File: config.mk
export PLATFORM = sky130hd
export DESIGN_NAME = fifo_pkt_reader
export DESIGN_NICKNAME = d
export VERILOG_FILES = /design/src/rtl/fifo_pkt_reader.sv
export SDC_FILE = /design/constraint.sdc
export NUM_CORES = 1
export LEC_CHECK = 0
export ABC_CLOCK_PERIOD_IN_PS = 2100
export BUFFER_PORTS_ARGS = -buffer_cell sky130_fd_sc_hd__clkbuf_2
export CORE_ASPECT_RATIO = 0.9
export CORE_MARGIN = 10
export CORE_UTILIZATION = 23
export DETAILED_ROUTE_END_ITERATION = 8
export GPL_ROUTABILITY_DRIVEN = 0
export MAX_ROUTING_LAYER = met4
export SLEW_MARGIN = 20
export SYNTH_ARGS = -nofsm -noshare
export SYNTH_HDL_FRONTEND = slang
export SYNTH_SLANG_ARGS = --single-unit
File: constraint.sdc
create_clock -name clk -period 2.1 [get_ports clk]
set_clock_uncertainty 0.1 [all_clocks]
set_input_delay 0.42 -clock clk [delete_from_list [all_inputs] [get_ports clk]]
set_output_delay 0.42 -clock clk [all_outputs]
set_load 0.1 [all_outputs]
File: src/rtl/fifo_pkt_reader.sv
// fifo_pkt_reader: drains length-prefixed packets from a FIFO onto a valid/ready stream.
// Optional starvation abort in PAY is enabled by defining PKT_TIMEOUT_EN.
module fifo_pkt_reader #(
   parameter int DT_WIDTH    = 8,
   parameter int CNT_WIDTH   = 16,
   parameter int TIMEOUT_CYC = 64
) (
   input  logic                 clk,
   input  logic                 rst,
   input  logic                 fifo_empty,
   input  logic [DT_WIDTH-1:0]  fifo_rd_dt,
   output logic                 fifo_rd_en,
   output logic [DT_WIDTH-1:0]  out_dt,
   output logic                 out_vld,
   output logic                 out_last,
   input  logic                 out_rdy,
   output logic                 busy,
   output logic                 drop_pulse,
   output logic                 timeout_err,
   output logic [CNT_WIDTH-1:0] pkt_cnt
);
   typedef enum logic {HDR, PAY} state_t;
   state_t state;
   logic [DT_WIDTH-1:0] rem;
   logic space;
   assign space = !out_vld | out_rdy;
   assign fifo_rd_en = (state == HDR) ? !fifo_empty : (!fifo_empty & space);
   assign busy = (state == PAY);
`ifdef PKT_TIMEOUT_EN
   localparam int STV_W = $clog2(TIMEOUT_CYC + 1);
   logic [STV_W-1:0] stv;
`else
   assign timeout_err = TIMEOUT_CYC < 0;
`endif
   always_ff @(posedge clk) begin
      if (rst) begin
         state      <= HDR;
         rem        <= '0;
         out_dt     <= '0;
         out_vld    <= 1'b0;
         out_last   <= 1'b0;
         pkt_cnt    <= '0;
         drop_pulse <= 1'b0;
`ifdef PKT_TIMEOUT_EN
         timeout_err <= 1'b0;
         stv         <= '0;
`endif
      end else begin
         drop_pulse <= 1'b0;
         if (out_vld & out_rdy) begin
            out_vld  <= 1'b0;
            out_last <= 1'b0;
            if (out_last) pkt_cnt <= pkt_cnt + 1'b1;
         end
         if (state == HDR) begin
            if (fifo_rd_en) begin
               if (fifo_rd_dt == '0) drop_pulse <= 1'b1;
               else begin
                  rem   <= fifo_rd_dt;
                  state <= PAY;
               end
            end
         end else if (fifo_rd_en) begin
            out_dt   <= fifo_rd_dt;
            out_vld  <= 1'b1;
            out_last <= (rem == DT_WIDTH'(1));
            rem      <= rem - 1'b1;
            if (rem == DT_WIDTH'(1)) state <= HDR;
         end
`ifdef PKT_TIMEOUT_EN
         timeout_err <= 1'b0;
         // the abort overrides the PAY state update above; the output register is left to drain
         if (state != PAY || fifo_rd_en) stv <= '0;
         else if (fifo_empty) begin
            if (stv == STV_W'(TIMEOUT_CYC - 1)) begin
               timeout_err <= 1'b1;
               state       <= HDR;
               rem         <= '0;
               stv         <= '0;
            end else stv <= stv + 1'b1;
         end
`endif
      end
   end
endmodule

Word-level counts from Yosys, hierarchy flattened
Index checks and enable logic that the tools add are counted.
Widths: inputs -> output; s select.
{"block": "op_classes", "add_sub_neg": 2, "eq_ne": 2, "muxes": 17, "bitwise": 4, "n_reduce_logical": 7}
{"cell": "$mux 8", "n": 4}
{"cell": "$add 16x1->16 const B", "n": 1}
{"cell": "$mux 1", "n": 13}
{"cell": "$eq 8x1->1 const B", "n": 1}
{"cell": "$logic_not 8->1", "n": 1}
{"cell": "$sub 8x1->8 const B", "n": 1}
{"cell": "$reduce_and 2->1", "n": 3}
{"cell": "$reduce_or 3->1", "n": 1}
{"cell": "$and 1x1->1", "n": 2}
{"cell": "$logic_not 1->1", "n": 2}
{"cell": "$ne 2x2->1 const B", "n": 1}
{"cell": "$not 1->1", "n": 1}
{"cell": "$or 1x1->1", "n": 1}
{"block": "totals", "ff_bits": 36, "in_bits": 12, "out_inout_bits": 30, "wordCells": 39}

Longest topological paths before layout
{"block": "logic_depth", "word_depth": 6, "ltp_mapped": 7}

Worst setup path after synthesis
Ideal clock, no wire load.
{"block": "synth_path", "kind": "register -> output", "startpoint": "register state, in the netlist busy", "endpoint": "output fifo_rd_en", "arrival_ns": 2.615, "required_time_ns": 1.580, "setup_slack_ns": -1.035, "stages_incl_launch_ff": 4, "n_path_buf": 2, "cell_sequence": "dfxtp_1 buf_2 buf_1 a21oi_1"}
{"block": "synth_via", "elab_chain_cells": 1}
{"item": "start, declared", "line": "23", "rtl": "state_t state;"}
{"item": "start signal, assigned", "line": "37", "rtl": "state <= HDR;"}
{"item": "start signal, assigned", "line": "60", "rtl": "state <= PAY;"}
{"item": "start signal, assigned", "line": "68", "rtl": "if (rem == DT_WIDTH'(1)) state <= HDR;"}
{"item": "$mux 1", "line": "27", "rtl": "assign fifo_rd_en = (state == HDR) ? !fifo_empty : (!fifo_empty & space);"}
{"item": "end, declared", "line": "12", "rtl": "output logic fifo_rd_en,"}
Every way passes these cells.

Worst setup path after layout
{"block": "layout_path", "startpoint": "register out_vld", "endpoint": "output fifo_rd_en"}
{"block": "layout_via", "elab_chain_cells": 4}
{"item": "start, declared", "line": "14", "rtl": "output logic out_vld,"}
{"item": "start signal, assigned", "line": "40", "rtl": "out_vld <= 1'b0;"}
{"item": "start signal, assigned", "line": "51", "rtl": "out_vld <= 1'b0;"}
{"item": "start signal, assigned", "line": "65", "rtl": "out_vld <= 1'b1;"}
{"item": "$logic_not 1->1", "line": "26", "rtl": "assign space = !out_vld | out_rdy;"}
{"item": "$or 1x1->1", "line": "26"}
{"item": "$and 1x1->1", "line": "27"}
{"item": "$mux 1", "line": "27"}
Every way passes these cells.

==> metrics <==
Async S/R FF share, synth=0%; Crit Path Max Fanout=6; pwr dens=727 nW/um^2; measured slew at the worst slew-check pin=0.563 ns; Post-Syn Area=1740 sq um; adder-cell share of the synthesized area=2.16%; total core area=7180 sq um; Die Span Y=102 um; setup_tns=0 ns; Distinct cells, synth=47; Post-synth top flop=dfxtp_1; DRC=0; maximum vdd ir drop=372 uV; Sink Count=36; Clock transition at path regs=0.08 ns; compound-cell area share of the yosys netlist=19.1%; Final Routed Wirelength=4950 um; WL per Instance=14.2 um; CTS tree=built; antenna fix cells=0; unrepaired setup endpoints after global routing=false; Syn Nets=224; post-synthesis simple-gate area fraction=27.2%; # IOs=42; Tmin final=1.97 ns; crit start category=flip-flop; Starting Density=24.2%; status=finished, final reports clean; Setup Buffers After CTS=0; CTS Buf Count=5; largest net degree at the start of global routing=20; chip width=112 um; Synth Register Bits=36; Slew Viols, Final=0; Post-Syn Instances=209; Hold Buf Count CTS=0; CTS max path bufs=2; post-synthesis sequential area ratio=41.5%; warnings from Yosys=0; Final Setup Violations=0; ANT nets after route=0; Post-synth EDFFs=0; final worst-path cycle share=94.0%; Final #Nets=270; Clk Latency, worst-skew pair=0.29 ns; # rows=29; Hold Fails Final Rpt=0; layout cells sized above 1=31.6%; Worst Path Arrival=1.45 ns; vias per cell=4.81; Pre-antenna DRT Iters=6; Post-Syn Area per Cell=8.32 sq um; HP Class=primary input to flip-flop; worst r2r src=pkt_cnt[5]$_SDFFE_PP0P_; Finished Core Util=31.1%; vias in the first global route=1,641; type of the worst setup path=flip-flop to output port; aggregate global-route resource usage=8.87%; DP HPWL=3780 um; gr ovfl total=0; CP Launch Point=out_vld$_SDFF_PP0_; Die ar.=11,400 sq um; mux cell area share after synthesis=1.15%; worst endpoint required time=1.58 ns; relative slew slack=62.1%; CTS resizes=0; P_leak=0.886 nW; hold path startpoint=fifo_rd_dt[1]; Crit. End Element=output port; initial antenna violation count=0; clk root buf=clkbuf_8; Synth Area in XOR/XNOR=4.54%; Achievable Freq=507 MHz; Buffers on Ports=40; area added between synthesis and finish=28.7%; CTS H-tree lvls=2; Max Cap Viol=0; main combinational cell family by area after synthesis=simple AND/OR/NAND/NOR gates; first-pass GRT wire length=8220 um; DRT iter0 DRCs=142; routed via count=1,677
[state kept, by name, summed over array words and instances (netlist names)]
signal	flops
rem	8
pkt_cnt	16
out_vld	1
out_dt	8
out_last	1
busy	1
drop_pulse	1
[metal layers]
metal	GRT usage (%)	share of wire [%]	vias up	wire length, um
met2	13.5	45	42	2230
met1	10.6	48	776	2380
met3	2.75	5.2	6	257
met4	3.95	1.6	0	81
li1	-	-	853	-
met5	-	0	-	0
[kinds of logic (layout without fill, tap and decap cells)]
kind of cell             after synthesis  count (layout)
adder cells (fa/ha/maj)                3               3
buffers and inverters                 17              64
AO/OA/AOI/OAI                         50              50
multiplexers                           2               2
other                                  1               1
XOR/XNOR                               9               9
AND/OR/NAND/NOR                       91              91
flip-flops                            36              36
[cell usage after synthesis, types with 3 or more instances]
| library cell | number | area [sq um] |
|---|---|---|
| a21oi_1 | 21 | 105 |
| a22oi_1 | 3 | 22.5 |
| a31oi_1 | 3 | 18.8 |
| and3_1 | 3 | 18.8 |
| buf_2 | 4 | 20.0 |
| clkbuf_1 | 6 | 22.5 |
| dfxtp_1 | 36 | 721 |
| ha_1 | 3 | 37.5 |
| inv_1 | 4 | 15.0 |
| nand2_1 | 34 | 128 |
| nand3_1 | 7 | 35.0 |
| nand4_1 | 3 | 18.8 |
| nor2_1 | 16 | 60.1 |
| nor3_1 | 3 | 15.0 |
| nor4_1 | 5 | 31.3 |
| o31ai_1 | 5 | 37.5 |
| o32ai_1 | 4 | 35.0 |
| or4_1 | 5 | 37.5 |
| xnor2_1 | 5 | 43.8 |
| xor2_1 | 4 | 35.0 |
[worst max-delay path, stage by stage, from the launching register on]
cell	delay (ns)
dfxtp_2	0.38
nor2b_1	0.35
buf_4	0.20
a21oi_4	0.06
buf_12	0.17
[path summary, 6_finish.rpt]
| kind | to | slack [ns] | depth (start not counted) |
|---|---|---|---|
| max | fifo_rd_en | 0.13 | 4 |
| min | out_dt[1]$_SDFFE_PP0P_ | 0.29 | 3 |
| max reg2reg | pkt_cnt[14]$_SDFFE_PP0P_ | 0.35 | 4 |
| min reg2reg | out_dt[2]$_SDFFE_PP0P_ | 0.35 | 2 |
[where the power goes]
part	total [W]	switching, W	internal, W	leakage [nW]
Clock	0.000605	0.000253	0.000352	0.0552
Combinational	0.000293	0.000202	0.0000904	0.531
Sequential	0.000728	0.0000216	0.000706	0.300
[cell type report]
class	instances	area [sq um]
clock buffers	6	72.6
clock inverters	2	35.0
well taps	93	116
inverters	5	18.8
flip-flops and latches	36	741
multi-input cells	156	956
repair buffers	51	298
fillers	776	4950
[cells in the final DEF, fill, tap and decap left out, types with 3 or more instances in the layout]
cell       n
buf_4     11
nand4_1    3
inv_1      4
nor2_1    16
clkbuf_8   5
dfxtp_2   13
and3_1     3
nor3_1     3
nor4_1     5
a21oi_1   20
xnor2_1    5
clkbuf_2  39
nand3_1    7
dfxtp_1   22
ha_1       3
a22oi_1    3
o32ai_1    4
xor2_1     4
nand2_1   34
or4_1      5
a31oi_1    3
o31ai_1    5
[through the flow]
stage	instance area (sq um)	worst slack [ns]	std cells	power, W	hold WS (ns)
finish	2240	0.127	349	0.00163	0.292
CTS	2240	0.117	349	0.00164	0.282
global route	2240	0.0589	349	0.00170	0.302
floorplan	1770	0.00147	209	0.000956	0.335
detailed placement	2130	0.206	341	0.00103	0.346
global placement	2130	0.227	341	0.00103	0.343
(Power assumes the default switching activity.)
